--- config.mk ---
export PLATFORM = sky130hd
export DESIGN_NAME = step_monitor
export DESIGN_NICKNAME = d
export VERILOG_FILES = /design/src/rtl/step_monitor_pkg.sv /design/src/rtl/step_monitor_axis.sv /design/src/rtl/step_monitor.sv
export SDC_FILE = /design/constraint.sdc
export NUM_CORES = 1
export LEC_CHECK = 0
export ABC_AREA = 1
export ABC_CLOCK_PERIOD_IN_PS = 2700
export BUFFER_PORTS_ARGS = -buffer_cell sky130_fd_sc_hd__buf_2
export CAP_MARGIN = 20
export CORE_ASPECT_RATIO = 1.25
export CORE_MARGIN = 8
export CORE_UTILIZATION = 55
export DETAILED_ROUTE_END_ITERATION = 7
export MAX_ROUTING_LAYER = met4
export PLACE_DENSITY = 0.8
export SKIP_LAST_GASP = 1
export SYNTH_ARGS = -nofsm -noshare
export SYNTH_HDL_FRONTEND = slang
export SYNTH_SLANG_ARGS = --single-unit
--- constraint.sdc ---
create_clock -name PCLK -period 2.7 [get_ports PCLK]
set_input_delay 0.135 -clock PCLK [delete_from_list [all_inputs] [get_ports PCLK]]
set_output_delay 0.135 -clock PCLK [all_outputs]
set_load 0.005 [all_outputs]
--- src/rtl/step_monitor_pkg.sv ---
// ----------------------------------------------------------------------------
// step_monitor_pkg
// Shared constants for the step/dir monitor: register byte offsets, STATUS and
// CTRL bit positions, the default position width, and a helper that turns a
// byte offset into the 2-bit word select used by the APB decoder.
// ----------------------------------------------------------------------------
package step_monitor_pkg;

    localparam int POS_W_DEFAULT = 16;

    // Register byte offsets (only bits [3:2] are decoded).
    localparam logic [3:0] ADDR_POS1   = 4'h0;
    localparam logic [3:0] ADDR_POS2   = 4'h4;
    localparam logic [3:0] ADDR_STATUS = 4'h8;
    localparam logic [3:0] ADDR_CTRL   = 4'hC;

    // STATUS bits
    localparam int STAT_GLITCH1 = 0;
    localparam int STAT_GLITCH2 = 1;
    localparam int STAT_HI1     = 2;
    localparam int STAT_HI2     = 3;

    // CTRL bits
    localparam int CTRL_EN1    = 0;
    localparam int CTRL_EN2    = 1;
    localparam int CTRL_IRQ_EN = 2;

    function automatic logic [1:0] word_sel(input logic [3:0] offset);
        return offset[3:2];
    endfunction

endpackage

--- src/rtl/step_monitor_axis.sv ---
// ----------------------------------------------------------------------------
// step_axis_decoder
// Decodes one axis' step/dir pin pair into a signed position counter.
//   clk, rst        : clock, asynchronous active-high reset
//   step_i, dir_i   : asynchronous pin taps
//   en_i            : axis enable (0 holds the high-run counter at 0)
//   load_i          : load pos from load_val_i this cycle (wins over a step)
//   load_val_i      : value to load
//   pos_o           : position counter (two's complement, wraps)
//   step_hi_o       : synchronized step level
//   glitch_o        : one-cycle pulse when a too-short high pulse ends
// ----------------------------------------------------------------------------
module step_axis_decoder #(
    parameter int SYNC_STAGES = 2,
    parameter int MIN_PULSE   = 8,
    parameter int POS_W       = 16
) (
    input  logic             clk,
    input  logic             rst,
    input  logic             step_i,
    input  logic             dir_i,
    input  logic             en_i,
    input  logic             load_i,
    input  logic [POS_W-1:0] load_val_i,
    output logic [POS_W-1:0] pos_o,
    output logic             step_hi_o,
    output logic             glitch_o
);

    localparam logic [7:0] MIN_CNT = 8'(MIN_PULSE);

    logic [SYNC_STAGES-1:0] step_sync_q;
    logic [SYNC_STAGES-1:0] dir_sync_q;
    logic [7:0]             hcnt_q, hcnt_d;
    logic [POS_W-1:0]       pos_q, pos_d;
    logic                   step_s, dir_s;
    logic                   count_evt;
    logic                   glitch_evt;

    assign step_s = step_sync_q[SYNC_STAGES-1];
    assign dir_s  = dir_sync_q[SYNC_STAGES-1];

    // Synchronizers keep running even when the axis is disabled so that the
    // STATUS hi bit always reflects the pin.
    always_ff @(posedge clk or posedge rst) begin
        if (rst) begin
            step_sync_q <= '0;
            dir_sync_q  <= '0;
        end else begin
            step_sync_q <= {step_sync_q[SYNC_STAGES-2:0], step_i};
            dir_sync_q  <= {dir_sync_q[SYNC_STAGES-2:0], dir_i};
        end
    end

    // hcnt saturates at MIN_CNT, so the MIN_CNT-1 -> MIN_CNT transition
    // happens exactly once per high pulse no matter how long it lasts.
    always_comb begin
        hcnt_d     = hcnt_q;
        count_evt  = 1'b0;
        glitch_evt = 1'b0;
        if (!en_i) begin
            hcnt_d = '0;
        end else if (step_s) begin
            if (hcnt_q != MIN_CNT) begin
                hcnt_d = hcnt_q + 8'd1;
            end
            count_evt = (hcnt_q == MIN_CNT - 8'd1);
        end else begin
            hcnt_d     = '0;
            glitch_evt = (hcnt_q != 8'd0) && (hcnt_q != MIN_CNT);
        end
    end

    // A firmware load on the same edge as a count event discards the step.
    always_comb begin
        pos_d = pos_q;
        if (load_i) begin
            pos_d = load_val_i;
        end else if (count_evt) begin
            pos_d = dir_s ? pos_q + POS_W'(1) : pos_q - POS_W'(1);
        end
    end

    always_ff @(posedge clk or posedge rst) begin
        if (rst) begin
            hcnt_q <= '0;
            pos_q  <= '0;
        end else begin
            hcnt_q <= hcnt_d;
            pos_q  <= pos_d;
        end
    end

    assign pos_o     = pos_q;
    assign step_hi_o = step_s;
    assign glitch_o  = glitch_evt;

endmodule

--- src/rtl/step_monitor.sv ---
// ----------------------------------------------------------------------------
// step_monitor
// Two-axis step/dir monitor with an APB3 slave for firmware read-back.
//   PCLK, PRESET        : clock, asynchronous active-high reset
//   PSEL..PWDATA        : APB3 request (only PADDR[3:2] decoded)
//   PRDATA              : registered read data (loaded in the setup phase)
//   PREADY, PSLVERR     : constant 1 / 0 (zero wait states, no errors)
//   step1/dir1, step2/dir2 : asynchronous pin taps of the stepper drivers
//   irq                 : registered irq_en & (glitch1 | glitch2)
// Registers: POS1 (0x0), POS2 (0x4), STATUS (0x8), CTRL (0xC).
// ----------------------------------------------------------------------------
module step_monitor
    import step_monitor_pkg::*;
#(
    parameter int SYNC_STAGES = 2,
    parameter int MIN_PULSE   = 8,
    parameter int POS_W       = POS_W_DEFAULT
) (
    input  logic        PCLK,
    input  logic        PRESET,
    input  logic        PSEL,
    input  logic        PENABLE,
    input  logic        PWRITE,
    input  logic [31:0] PADDR,
    input  logic [31:0] PWDATA,
    output logic [31:0] PRDATA,
    output logic        PREADY,
    output logic        PSLVERR,
    input  logic        step1,
    input  logic        dir1,
    input  logic        step2,
    input  logic        dir2,
    output logic        irq
);

    logic             apb_wr;
    logic             apb_rd;
    logic [1:0]       reg_sel;
    logic [1:0]       axis_step;
    logic [1:0]       axis_dir;
    logic [1:0]       axis_hi;
    logic [1:0]       axis_glitch;
    logic [1:0]       pos_load;
    logic [POS_W-1:0] pos [2];

    logic [2:0]       ctrl_q, ctrl_d;
    logic [1:0]       glitch_q, glitch_d;
    logic             irq_q, irq_d;
    logic [31:0]      prdata_q, prdata_d;
    logic [31:0]      rdata_mux;

    assign apb_wr    = PSEL & PENABLE & PWRITE;
    assign apb_rd    = PSEL & ~PENABLE & ~PWRITE;
    assign reg_sel   = PADDR[3:2];
    assign axis_step = {step2, step1};
    assign axis_dir  = {dir2, dir1};

    genvar gi;
    generate
        for (gi = 0; gi < 2; gi++) begin : g_axis
            assign pos_load[gi] = apb_wr &&
                (reg_sel == word_sel((gi == 0) ? ADDR_POS1 : ADDR_POS2));

            step_axis_decoder #(
                .SYNC_STAGES (SYNC_STAGES),
                .MIN_PULSE   (MIN_PULSE),
                .POS_W       (POS_W)
            ) u_axis (
                .clk        (PCLK),
                .rst        (PRESET),
                .step_i     (axis_step[gi]),
                .dir_i      (axis_dir[gi]),
                .en_i       (ctrl_q[CTRL_EN1 + gi]),
                .load_i     (pos_load[gi]),
                .load_val_i (PWDATA[POS_W-1:0]),
                .pos_o      (pos[gi]),
                .step_hi_o  (axis_hi[gi]),
                .glitch_o   (axis_glitch[gi])
            );
        end
    endgenerate

    // Sticky flags: a new glitch in the same cycle as a W1C keeps the flag set.
    always_comb begin
        glitch_d = glitch_q;
        ctrl_d   = ctrl_q;
        if (apb_wr && reg_sel == word_sel(ADDR_STATUS)) begin
            glitch_d = glitch_q & ~PWDATA[STAT_GLITCH2:STAT_GLITCH1];
        end
        glitch_d = glitch_d | axis_glitch;
        if (apb_wr && reg_sel == word_sel(ADDR_CTRL)) begin
            ctrl_d = PWDATA[2:0];
        end
    end

    // irq follows the registered flags, so it lags a new flag by one cycle.
    assign irq_d = ctrl_q[CTRL_IRQ_EN] & (|glitch_q);

    always_comb begin
        rdata_mux = '0;
        case (reg_sel)
            word_sel(ADDR_POS1): rdata_mux = 32'(signed'(pos[0]));
            word_sel(ADDR_POS2): rdata_mux = 32'(signed'(pos[1]));
            word_sel(ADDR_STATUS): begin
                rdata_mux[STAT_GLITCH1] = glitch_q[0];
                rdata_mux[STAT_GLITCH2] = glitch_q[1];
                rdata_mux[STAT_HI1]     = axis_hi[0];
                rdata_mux[STAT_HI2]     = axis_hi[1];
            end
            default: rdata_mux[2:0] = ctrl_q;
        endcase
    end

    // PRDATA is captured in the setup phase and held through the access phase.
    assign prdata_d = apb_rd ? rdata_mux : prdata_q;

    always_ff @(posedge PCLK or posedge PRESET) begin
        if (PRESET) begin
            ctrl_q   <= '0;
            glitch_q <= '0;
            irq_q    <= 1'b0;
            prdata_q <= '0;
        end else begin
            ctrl_q   <= ctrl_d;
            glitch_q <= glitch_d;
            irq_q    <= irq_d;
            prdata_q <= prdata_d;
        end
    end

    assign PRDATA  = prdata_q;
    assign PREADY  = 1'b1;
    assign PSLVERR = 1'b0;
    assign irq     = irq_q;

    // Address and data bits outside the decoded fields are intentionally ignored.
    logic unused_bits;
    assign unused_bits = ^{PADDR[31:4], PADDR[1:0], PWDATA[31:POS_W]};

endmodule
### Word-level counts from Yosys, hierarchy flattened

Cells that the tools add are included.

| word-level totals | value |
|---|---|
| logic and storage cells | 73 |
| register bits after elaboration | 94 |
| input port bits | 73 |
| output and inout port bits | 35 |

| cells by class | value |
|---|---|
| mux-type cells | 24 |
| bitwise logic cells | 10 |
| $add $sub $neg | 6 |
| equal/unequal tests | 9 |
| reduce and logical (&&, ||, !) cells | 12 |

Operators with widths:

| cell | count |
|---|---|
| two-way mux 16 bit | 6 |
| one-hot mux 28 bit (2 select lines) | 1 |
| two-way mux 8 bit | 6 |
| adder 16 x 1 -> 16 bit, second input constant | 2 |
| subtractor 16 x 1 -> 16 bit, second input constant | 2 |
| adder 8 x 1 -> 8 bit, second input constant | 2 |
| equality test 8 x 3 -> 1 bit, second input constant | 2 |
| inequality test 8 x 4 -> 1 bit, second input constant | 2 |
| nonzero test 8 bit | 2 |
| one-hot mux 3 bit (3 select lines) | 1 |
| two-way mux 1 bit | 8 |
| logical AND 1 bit | 6 |
| inequality test 3 bit, second input constant | 2 |
| bitwise AND 1 bit | 5 |
| equality test 2 bit, second input constant | 2 |
| nonzero test 2 bit | 2 |
| one-hot mux 1 bit (3 select lines) | 1 |
| bitwise AND 2 bit | 1 |
| equality test 2 x 1 -> 1 bit, second input constant | 1 |
| zero test 2 bit | 1 |
| two-way mux 2 bit | 1 |
| inverter 1 bit | 2 |
| inverter 2 bit | 1 |
| bitwise OR 2 bit | 1 |
| OR reduction 2 bit | 1 |

### Longest topological paths before layout

Gate-level depths: netlist (run 1).

| depth | value |
|---|---|
| depth in word-level cells | 5 |
| gate-level depth with buffers | 13 |
| mapped depth without buffers | 13 |

### By module

A second synthesis (run 1) with hierarchy kept.

| unflattened totals | value |
|---|---|
| cells, all modules | 827 |
| area total of the unflattened synthesis | 5634.2 sq um |

By module, submodules not included:

| module | cells each | area each (sq um) | times used |
|---|---|---|---|
| step_axis_decoder | 319 | 2158.3 | 2 |
| step_monitor | 189 | 1317.5 | 1 |

### Least setup slack after synthesis (run 1)

No wires, ideal clock.

| timing | value |
|---|---|
| path type | reg-to-reg |
| from | reg g_axis[0].u_axis.dir_sync_q[1] |
| to | reg g_axis[0].u_axis.pos_q[15] |
| clock period less this slack | 1930 ps |
| cell stages (with the launch flop) | 11 |
| path buffers | 0 |
| slack | 770 ps |
| data arrival time | 1813 ps |
| library setup time | 117 ps |
| cell sequence | dfrtp_1 inv_1 ha_1 or2_1 and2_1 nand2_1 nand2_1 nand2_1 nand3_1 nand3_1 nand2_1 |

| between the ends | value |
|---|---|
| word-level cells in the longest chain between the ends | 3 |

RTL lines:

| element | RTL line | text |
|---|---|---|
| start: declaration | step_monitor_axis.sv:33 | `logic [SYNC_STAGES-1:0] dir_sync_q;` |
| start signal: assignment | step_monitor_axis.sv:51 | `dir_sync_q <= {dir_sync_q[SYNC_STAGES-2:0], dir_i};` |
| two-way mux 16 bit | step_monitor_axis.sv:80 | `pos_d = dir_s ? pos_q + POS_W'(1) : pos_q - POS_W'(1);` |
| two-way mux 16 bit | step_monitor_axis.sv:79 | `end else if (count_evt) begin` |
| two-way mux 16 bit | step_monitor_axis.sv:77 | `if (load_i) begin` |
| end signal: assignment | step_monitor_axis.sv:90 | `pos_q <= pos_d;` |
| end: declaration | step_monitor_axis.sv:35 | `logic [POS_W-1:0] pos_q, pos_d;` |

No other way between the ends. The select of a mux whose other input is x is not followed.
A chain may end at the register's enable or synchronous reset.

### Worst setup path in the final report (run 1)

| timing | value |
|---|---|
| from | reg g_axis[1].u_axis.dir_sync_q[1] |
| to | reg g_axis[1].u_axis.pos_q[14] |

| between the ends | value |
|---|---|
| word-level cells in the longest chain between the ends | 3 |

RTL lines:

| element | RTL line |
|---|---|
| start: declaration | step_monitor_axis.sv:33 |
| start signal: assignment | step_monitor_axis.sv:51 |
| two-way mux 16 bit | step_monitor_axis.sv:80 |
| two-way mux 16 bit | step_monitor_axis.sv:79 |
| two-way mux 16 bit | step_monitor_axis.sv:77 |
| end signal: assignment | step_monitor_axis.sv:90 |
| end: declaration | step_monitor_axis.sv:35 |

No other way between the ends. The select of a mux whose other input is x is not followed.

==> summary.txt, run 1 <==
Clocking
  – Worst skew pair latency: 0.34 ns
  – Root Buffer: clkbuf_16
  – CTS tree: yes
  – CTS sink cnt: 78
  – CTS Buf Count: 9
  – Post-cts sizing count: 0
  – Clock Path Buffers: 2
  – Worst-path clk slew: 0.06 ns
  – # H-tree levels: 3

Synthesis
  – Post-synthesis mux area share: 0
  – Seq/Total Area, Yosys: 0.356
  – Synthesized net count: 861
  – Yosys warnings: 0
  – Synthesized flop and latch total: 78
  – Synth cell types: 42
  – Synthesized area per cell: 7.26 µm²
  – XOR/XNOR share of the synthesized area: 0.0208
  – Asr flop ratio synth: 1.00
  – Simple-gate area share of the yosys netlist: 0.304
  – Mapped Area: 5480 µm²
  – Top FF cell, synth: dfrtp_1
  – Post-synth EDFFs: 0
  – Cell count after synthesis: 754
  – Adder-Cell Fraction of Synth Area: 0.0804
  – Main combinational cell family by area after synthesis: simple AND/OR/NAND/NOR gates
  – Compound-Gate Fraction of Synth Area: 0.120

Placement
  – GPL Wtd Cong: 0.939
  – IO buf count: 59
  – Hpwl dp: 10700 µm
  – Post-Place Setup Slack: 0.512 ns

Die
  – Die width: 105 µm
  – Die ar.: 13400 µm²
  – Chip Height: 128 µm
  – # rows: 40
  – Starting Density: 0.567
  – Ports: 108
  – Core Area: 9660 µm²

Timing
  – Actual slew at the worst max-slew pin: 0.641 ns
  – FMAX: 453 MHz
  – Max-Slew Margin vs Limit: 0.572
  – Fin. max-slew vios: 0
  – Hold slack: 0.0745 ns
  – RSZ-0062 raised after global routing: false
  – Worst Skew: 0.00896 ns
  – # setup viols final: 0
  – Fin. Hold Viols: 0
  – Setup TNS: 0 ns
  – Setup WS post-layout: 0.490 ns
  – Final Cycle Share: 0.818
  – Fin crit period: 2.21 ns

Setup path
  – Worst Reg-to-Reg Cells: 10
  – Kind of critical path: register to register
  – CP arrival: 2.43 ns
  – Worst-path fanout max: 14
  – CP Capture Type: register
  – Critical Path RT: 2.92 ns
  – Startpoint Class: register

GRT
  – First-pass GRT wire length: 23200 µm
  – Largest net degree at the start of global routing: 44
  – Initial antenna violation count: 0
  – Grt total ovfl: 0
  – Number of global-route vias before repair: 5052
  – Total GRT Usage: 0.215

Hold path
  – HP Class: input pin to register
  – Hold path cells: 3

Run status
  – Outcome: finished, final reports clean

Drt
  – DR vias/cell: 5.37
  – ANT nets after route: 0
  – Final WL: 13800 µm
  – DRC viols: 0
  – Drt pass-1 iters: 5
  – 1st-iter DRT viols: 372
  – Vias: 5013
  – Mean routed wirelength per cell: 14.7 µm

Pwr
  – Pwr dens: 676 nW/µm²
  – VDD IR-drop max: 0.346 mV
  – Pleak: 0.00328 µW

Final layout
  – Area delta synth->final: 12.0%
  – Layout net count: 912
  – Share of cells above drive strength 1: 0.125
  – # diodes: 0
  – Layout Utilization: 0.635

Job
  – # Max-Cap Violations: 0
-- layout make-up --
class,count,area (µm²)
Clock buffer,10,239
Fill cell,839,3520
Clock inverter,4,72.6
Tap cell,126,158
Inverter,117,450
Sequential cell,78,1950
Timing Repair Buffer,67,380
Multi-Input combinational cell,532,2880
-- metrics by stage --
stage / power (µW) / cells / area [µm²]
floorplan: 2520 / 754 / 5480
global placement: 2800 / 915 / 5770
detailed placement: 2860 / 915 / 5770
CTS: 4150 / 934 / 6140
global route: 4430 / 934 / 6140
finish: 4150 / 934 / 6140
-- synth_stat cells, drive strengths merged (6+ instances only) --
cell type	count	share of area
nand2	233	0.17
inv	117	0.082
dfrtp	78	0.36
nor2	59	0.052
nand3	53	0.052
a21oi	37	0.034
o21ai	34	0.031
ha	32	0.073
buf	24	0.033
o22ai	11	0.013
nor3	9	0.010
o21bai	9	0.012
xor2	8	0.013
o221ai	6	0.012
-- placed cells by master (no fill, tap or decap), drive strengths merged --
cell | synthesis | final
a21o | 1 | 1
a21oi | 37 | 37
a221oi | 1 | 1
a2bb2oi | 4 | 4
and2 | 5 | 5
buf | 24 | 62
bufinv | 0 | 2
clkbuf | 3 | 10
clkinv | 0 | 2
clkinvlp | 0 | 1
conb | 2 | 2
dfrtp | 78 | 78
dlygate4sd3 | 0 | 5
fa | 2 | 2
ha | 32 | 32
inv | 117 | 116
nand2 | 233 | 233
nand3 | 53 | 53
nand3b | 5 | 5
nand4 | 5 | 5
nor2 | 59 | 59
nor3 | 9 | 9
nor3b | 3 | 3
o211ai | 5 | 5
o21a | 1 | 1
o21ai | 34 | 34
o21bai | 9 | 9
o221ai | 6 | 6
o22ai | 11 | 11
or2 | 2 | 2
xnor2 | 5 | 5
xor2 | 8 | 8
-- critical path: stages (launching register included) --
cell,delay (ns)
dfrtp_1,0.45
inv_1,0.43
ha_1,0.38
a21oi_1,0.14
nand2_1,0.13
nand2_1,0.09
nand2_1,0.11
nand2_1,0.12
nand3_1,0.08
nand3_1,0.11
nand2_1,0.06
-- registers in the layout (all words and copies together) (netlist names) --
register,flops
glitch_q,2
g_axis.u_axis.pos_o,32
g_axis.u_axis.step_sync_q,4
g_axis.u_axis.hcnt_q,16
ctrl_q,3
irq,1
PRDATA,16
g_axis.u_axis.dir_sync_q,4
-- cell families (layout without fill, tap and decap cells) --
family | Yosys count | in the layout
other | 2 | 2
XOR/XNOR | 13 | 13
AO/OA/AOI/OAI | 109 | 109
flip-flops | 78 | 78
AND/OR/NAND/NOR | 374 | 374
buffers and inverters | 144 | 198
adder cells (fa/ha/maj) | 34 | 34
-- report_power, final --
| group | leakage, µW | switching [µW] | internal [µW] |
|---|---|---|---|
| sequential | 0.000992 | 166 | 1350 |
| clock | 0.000150 | 442 | 821 |
| combinational | 0.00213 | 828 | 538 |
| total | 0.00328 | 1440 | 2710 |
-- what timing repair did --
action                                 CTS  global route
endpoints found under the hold margin   39             0
setup buffers                            0             0
hold buffers                             5             0
setup endpoints to repair                0             0
-- path summary, 6_finish.rpt --
check,endpoint,slack (ns),startpoint
min,g_axis[0].u_axis.pos_o[3],0.07,PWDATA[3]
min in group asynchronous,irq,0.41,PRESET
max reg2reg,g_axis[1].u_axis.pos_o[14],0.49,g_axis[1].u_axis.dir_sync_q[1]
max,g_axis[1].u_axis.pos_o[14],0.49,g_axis[1].u_axis.dir_sync_q[1]
min reg2reg,g_axis[1].u_axis.dir_sync_q[1],0.35,g_axis[1].u_axis.dir_sync_q[0]
max in group asynchronous,g_axis[0].u_axis.pos_o[14],1.63,PRESET
-- metal layers --
metal | vias up | wire length (µm) | GRT usage
li1 | 2509 | - | -
met1 | 2310 | 5570 | 0.239
met2 | 159 | 6970 | 0.365
met3 | 35 | 846 | 0.0453
met4 | 0 | 382 | 0.0943
met5 | - | 0 | -
Note: power is estimated with default switching activity, not from simulation.
==> run 2: changes to the inputs <==
--- a/config.mk
+++ b/config.mk
@@ -6,15 +6,15 @@
 export NUM_CORES = 1
 export LEC_CHECK = 0
 export ABC_AREA = 1
-export ABC_CLOCK_PERIOD_IN_PS = 2700
+export ABC_CLOCK_PERIOD_IN_PS = 1780
 export BUFFER_PORTS_ARGS = -buffer_cell sky130_fd_sc_hd__buf_2
 export CAP_MARGIN = 20
 export CORE_ASPECT_RATIO = 1.25
 export CORE_MARGIN = 8
-export CORE_UTILIZATION = 55
+export CORE_UTILIZATION = 51
 export DETAILED_ROUTE_END_ITERATION = 7
 export MAX_ROUTING_LAYER = met4
-export PLACE_DENSITY = 0.8
+export PLACE_DENSITY = 0.78
 export SKIP_LAST_GASP = 1
 export SYNTH_ARGS = -nofsm -noshare
 export SYNTH_HDL_FRONTEND = slang
==> constraint.sdc (replaced) <==
create_clock -name PCLK -period 1.78 [get_ports PCLK]
set_input_delay 0.089 -clock PCLK [delete_from_list [all_inputs] [get_ports PCLK]]
set_output_delay 0.089 -clock PCLK [all_outputs]
set_load 0.005 [all_outputs]
==> run 2 against run 1 <==
Against the previous run:
- the run now ends with DRC, setup timing left
- die area grew 6.7%
- largest cell class unchanged
- combinational power grew 150%
- utilization grew 6.7 points
- maximum frequency grew 13%
- sequential share of layout area shrank 5.4 points
==> summary.txt, run 2 (synthesis gave the netlist of run 1 again) <==
Drt
  – Drt pass-1 iters: 8 (+3)
  – Mean routed wirelength per cell: 17.0 µm (+15%)
  – DR vias/cell: 5.52 (+2.8%)
  – Final WL: 16900 µm (+23%)
  – DRC viols: 1 (+1)
  – 1st-iter DRT viols: 385 (+3.5%)
  – Vias: 5489 (+9.5%)
  – ANT nets after route: 0 (unchanged)

Die
  – Core Area: 10500 µm² (+8.8%)
  – # rows: 42 (+5.0%)
  – Starting Density: 0.521 (-0.0459)
  – Chip Height: 132 µm (+3.4%)
  – Ports: 108 (unchanged)
  – Die width: 109 µm (+3.3%)
  – Die ar.: 14300 µm² (+6.7%)

Clocking
  – CTS tree: yes
  – Root Buffer: clkbuf_16
  – Worst-path clk slew: 0.06 ns (about the same)
  – CTS Buf Count: 9 (unchanged)
  – Clock Path Buffers: 2 (unchanged)
  – Worst skew pair latency: 0.34 ns (about the same)
  – CTS sink cnt: 78 (unchanged)
  – # H-tree levels: 3 (unchanged)

GRT
  – Met1 usage: 0.225 (-0.0138)
  – GR Util met3: 0.0308 (-0.0144)
  – Gr busiest metal: met2
  – Number of global-route vias before repair: 4961 (-1.8%)
  – Largest net degree at the start of global routing: 33 (-25%)
  – First-pass GRT wire length: 22900 µm (-1.4%)
  – Grt total ovfl: 0 (unchanged)
  – Total GRT Usage: 0.203 (-0.0123)
  – Initial antenna violation count: 0 (unchanged)
  – GR Util met2: 0.345 (-0.0205)

Final layout
  – Layout net count: 966 (+5.9%)
  – Area delta synth->final: 34.8%
  – Max reg flops: 32 (unchanged)
  – Most common cell after layout, fill and taps aside: nand2_1
  – Most frequent cells in the layout: nand2_1, inv_1, dfrtp_1, buf_2, buf_4
  – Layout Utilization: 0.702 (+0.0671)
  – Post-route cell area: 7380 µm² (+20%)
  – Share of cells above drive strength 1: 0.320 (+0.195)
  – # diodes: 0 (unchanged)

Pwr
  – VDD IR-drop max: 0.540 mV (+56%)
  – Pleak: 0.00367 µW (+12%)
  – Pwr dens: 1010 nW/µm² (+49%)

Setup path
  – CP arrival: 2.20 ns (-0.23 ns)
  – CP cell instances: clkinvlp_4 -> buf_12 -> ha_4 -> nand2_1 -> nor2_2 -> nand2_4 -> nand2_4 -> nand2_2 -> nand2_2 -> nand2_1 -> nand3_1 -> nand2_1
  – CP Capture Type: register
  – Buffers & Inverters on Critical Path: 2 (+1)
  – Worst-path fanout max: 7 (-7)
  – Most frequent CP cell: nand2_1
  – Critical path's slowest cell: dfrtp_1
  – Critical Path RT: 2.02 ns (-0.90 ns)
  – Kind of critical path: register to register
  – Slowest cell delay on critical path: 0.39 ns (-0.06 ns)
  – Delay-heaviest family, CP: simple AND/OR/NAND/NOR gates
  – Startpoint Class: register

Run status
  – Violated checks: DRC, setup timing
  – Outcome: finished with violations

Placement
  – GPL Wtd Cong: 0.927 (-1.3%)
  – Hpwl dp: 11000 µm (+2.5%)
  – Area after DPL: 6180 µm² (+7.0%)
  – IO buf count: 59 (unchanged)

Timing
  – Worst Skew: 0.00589 ns (-0.00307 ns)
  – RSZ-0062 raised after global routing: true
  – Fin. Hold Viols: 0 (unchanged)
  – Setup WS post-layout: -0.180 ns (-0.670 ns)
  – FMAX: 510 MHz (+13%)
  – # setup viols final: 20 (+20)
  – Fin. max-slew vios: 0 (unchanged)
  – Actual slew at the worst max-slew pin: 0.606 ns (-0.0349 ns)
  – Final Cycle Share: 1.10 (+0.282)
  – Max-Slew Margin vs Limit: 0.596 (+0.0233)
  – Fin crit period: 1.96 ns (-0.250 ns)

Hold path
  – HP Class: input pin to register

Job
  – # Max-Cap Violations: 0 (unchanged)
run 2: changes by cell type in the layout (fill, tap and decap cells not counted), sizes merged:
| cell | delta |
|---|---|
| buf | +52 |
| bufinv | -2 |
| clkbuf | +2 |
| clkinv | +1 |
| clkinvlp | +2 |
run 2: report_power, final:
part           switching, µW  internal (µW)  leakage, µW
sequential               298           2050     0.000992
clock                    763            977     0.000135
combinational           1790           1580      0.00255
total                   2850           4610      0.00367
run 2: layout make-up:
cell class / count / area, µm²
clock inverters: 5 / 35.0
well taps: 132 / 165
inverters: 117 / 457
flip-flops and latches: 78 / 1950
fillers: 770 / 3130
clock buffers: 10 / 239
repair buffers: 121 / 881
multi-input cells: 532 / 3650
run 2: final timing paths:
kind                            cells after the start                               to  slack (ns)                             from
worst max-delay path                               12       g_axis[0].u_axis.pos_o[15]       -0.18   g_axis[0].u_axis.dir_sync_q[1]
worst min-delay path                                3        g_axis[1].u_axis.pos_o[7]        0.03                        PWDATA[7]
worst max register to register                     12       g_axis[0].u_axis.pos_o[15]       -0.18   g_axis[0].u_axis.dir_sync_q[1]
worst min register to register                      0  g_axis[0].u_axis.step_sync_q[1]        0.35  g_axis[0].u_axis.step_sync_q[0]
max in group asynchronous                           4                       PRDATA[10]        0.87                           PRESET
min in group asynchronous                           3       g_axis[0].u_axis.hcnt_q[0]        0.36                           PRESET
run 2: per-stage QoR:
stage	hold slack, ns	TNS [ns]	total power [µW]	std cells	worst slack (ns)
finish	0.0308	-1.61	7450	995	-0.180
global route	0.0442	-3.46	7840	995	-0.260
CTS	0.0165	-0.570	6510	986	-0.0776
detailed placement	0.176	-0.637	4690	966	-0.0759
global placement	0.178	-0.275	4640	966	-0.0404
floorplan	0.120	-0.572	3840	754	-0.0971
run 2: tightest hold or removal path, delay by kind of cell:
kind / cells / cell delay (ns)
simple gates: 2 / 0.13
buf+inv: 1 / 0.12
run 2: metal layers:
metal  part of all wire  vias to the layer above
li1                   -                     2608
met5                  0                        -
met1               0.38                     2613
met3              0.050                       72
met4              0.055                        0
met2               0.52                      196
run 2: timing repair:
action	in CTS	in global routing
hold buffers	5	0
pin swaps	1	37
gates cloned	0	2
buffers inserted	0	7
endpoints found under the setup margin	15	24
hold endpoints to repair	26	0
gates resized for setup	16	129
==> run 3: changes to the inputs <==
--- a/config.mk
+++ b/config.mk
@@ -15,6 +15,7 @@
 export DETAILED_ROUTE_END_ITERATION = 7
 export MAX_ROUTING_LAYER = met4
 export PLACE_DENSITY = 0.78
+export SETUP_SLACK_MARGIN = 0.15
 export SKIP_LAST_GASP = 1
 export SYNTH_ARGS = -nofsm -noshare
 export SYNTH_HDL_FRONTEND = slang
==> run 3 against run 2 <==
Against the previous run:
- critical endpoint is now g_axis[0].u_axis.pos_o[7]
- combinational power up 4%
- maximum frequency up 1.7%
- worst setup slack better by 0.034 ns
- largest power group unchanged
- the flow finishes with violations (setup timing)
- critical path type unchanged
==> summary.txt, run 3 (synthesis gave the netlist of run 1 again) <==
Die
  – Die ar.: 14300 µm² (unchanged)
  – # rows: 42 (unchanged)
  – Core Area: 10500 µm² (unchanged)
  – Die width: 109 µm (unchanged)
  – Ports: 108 (unchanged)
  – Starting Density: 0.521 (unchanged)
  – Chip Height: 132 µm (unchanged)

GRT
  – Initial antenna violation count: 0 (unchanged)
  – First-pass GRT wire length: 26000 µm (+14%)
  – Number of global-route vias before repair: 5502 (+11%)
  – Largest net degree at the start of global routing: 37 (+12%)
  – Grt total ovfl: 0 (unchanged)
  – Total GRT Usage: 0.231 (+0.0282)

Hold path
  – HP Class: input pin to register

Clocking
  – # H-tree levels: 3 (unchanged)
  – Root Buffer: clkbuf_16
  – Worst skew pair latency: 0.35 ns (about the same)
  – CTS Buf Count: 9 (unchanged)
  – CTS tree: yes
  – Worst-path clk slew: 0.06 ns (about the same)
  – CTS sink cnt: 78 (unchanged)
  – Clock Path Buffers: 2 (unchanged)

Drt
  – ANT nets after route: 0 (unchanged)
  – Final WL: 17900 µm (+6.0%)
  – 1st-iter DRT viols: 391 (+1.6%)
  – DRC viols: 0 (-1)
  – Mean routed wirelength per cell: 17.7 µm (+4.1%)
  – DR vias/cell: 5.71 (+3.5%)
  – Vias: 5783 (+5.4%)
  – Drt pass-1 iters: 5 (-3)

Run status
  – Outcome: finished with violations
  – Violated checks: setup timing

Final layout
  – Area delta synth->final: 38.9%
  – # diodes: 0 (unchanged)
  – Layout net count: 983 (+1.8%)
  – Max reg flops: 32 (unchanged)
  – Non-Filler Instances: 1013 (+1.8%)
  – Share of cells above drive strength 1: 0.344 (+0.0241)
  – Post-route cell area: 7610 µm² (+3.0%)
  – # fillers: 720 (-6.5%)
  – Most common cell after layout, fill and taps aside: nand2_1
  – Most frequent cells in the layout: nand2_1, inv_1, dfrtp_1, buf_2, buf_4

Timing
  – Final Cycle Share: 1.08 (-0.0189)
  – Hold slack: 0.0265 ns (-0.00430 ns)
  – Actual slew at the worst max-slew pin: 0.654 ns (+0.0483 ns)
  – Fin. Hold Viols: 0 (unchanged)
  – RSZ-0062 raised after global routing: true
  – Fin crit period: 1.93 ns (-0.0337 ns)
  – Setup WS post-layout: -0.146 ns (+0.0337 ns)
  – Setup TNS: -1.34 ns (+0.274 ns)
  – Fin. max-slew vios: 0 (unchanged)
  – Max-Slew Margin vs Limit: 0.563 (-0.0322)
  – FMAX: 519 MHz (+1.7%)
  – # setup viols final: 24 (+20%)
  – Worst Skew: 0.00915 ns (+0.00326 ns)

Setup path
  – Kind of critical path: register to register
  – Critical Path RT: 2.00 ns (-0.02 ns)
  – CP Capture Type: register
  – Startpoint Class: register
  – Worst-path fanout max: 14 (+7)
  – CP arrival: 2.15 ns (-0.05 ns)

Placement
  – Hpwl dp: 11100 µm (+0.89%)
  – IO buf count: 59 (unchanged)
  – Placed cells: 963 (-0.31%)
  – GPL Wtd Cong: 0.930 (+0.29%)
  – Area after DPL: 6170 µm² (-0.20%)

Pwr
  – Pwr dens: 1030 nW/µm² (+2.1%)
  – Pleak: 0.00379 µW (+3.2%)
  – Psw: 2900 µW (+2.0%)
  – Clock network power share: 0.255 (+0.022)
  – Sequential share of power: 0.298 (-0.017)
  – Switching Share: 0.370 (-0.0115)
  – VDD IR-drop max: 0.575 mV (+6.4%)
  – Cell Int Power: 4930 µW (+7.1%)
  – Combinational Power Share: 0.447 (-0.005)

Job
  – # Max-Cap Violations: 0 (unchanged)
run 3: what timing repair did:
action,4_1_cts,5_1_grt
gates cloned,1,0
hold endpoints to repair,17,0
buffers inserted,6,22
hold buffers,5,0
pin swaps,35,62
setup endpoints to repair,26,32
gates resized for setup,79,84
run 3: final timing paths:
path	startpoint	endpoint	slack (ns)	cells past startpoint
min in group asynchronous	PRESET	PRDATA[30]	0.31	3
worst max register to register	g_axis[0].u_axis.dir_sync_q[1]	g_axis[0].u_axis.pos_o[7]	-0.15	9
worst max-delay path	g_axis[0].u_axis.dir_sync_q[1]	g_axis[0].u_axis.pos_o[7]	-0.15	9
max in group asynchronous	PRESET	PRDATA[10]	0.97	4
worst min register to register	g_axis[1].u_axis.step_sync_q[0]	g_axis[1].u_axis.step_sync_q[1]	0.35	0
worst min-delay path	PWDATA[6]	g_axis[1].u_axis.pos_o[6]	0.03	3
run 3: power groups by stage:
| stage | clock network, µW | registers [µW] | logic (µW) |
|---|---|---|---|
| final | 2000 | 2340 | 3500 |
| after global placement | 0 | 2290 | 2330 |
| after detailed placement | 0 | 2290 | 2390 |
| after CTS | 2000 | 2300 | 2830 |
| after global routing | 2080 | 2360 | 3780 |
| after floorplan | 0 | 2250 | 1610 |
run 3: through the flow:
stage | util | power (µW) | worst slack [ns]
3_5_place_dp | 0.587 | 4680 | -0.125
6_report | 0.724 | 7840 | -0.146
4_1_cts | 0.669 | 7120 | -0.104
2_1_floorplan | - | 3860 | -0.0971
3_3_place_gp | 0.587 | 4620 | -0.0894
5_1_grt | 0.724 | 8220 | -0.230
run 3: final cells by class:
cell class	instances	area [µm²]	area share
Sequential cell	78	1950	0.257
Tap cell	132	165	0.0217
Multi-Input combinational cell	532	3680	0.484
Inverter	117	463	0.0609
Timing Repair Buffer	138	1020	0.134
Clock inverter	7	96.3	0.0127
Clock buffer	9	225	0.0296
run 3: critical path: stages (launching register included):
cell and delay [ns]:
dfrtp_1 0.39, clkinvlp_4 0.12, buf_12 0.18, ha_4 0.25, or2_1 0.24, and2_4 0.16
nand2_1 0.07, nand2_2 0.09, xnor2_1 0.21, o21bai_1 0.08
run 3: routing by layer:
metal  global-route usage  share of wire  vias to the layer above
met1                0.238           0.36                     2766
met4                0.127          0.056                        0
met3               0.0391          0.054                       92
met5                    -              0                        -
li1                     -              -                     2655
met2                0.403           0.53                      270
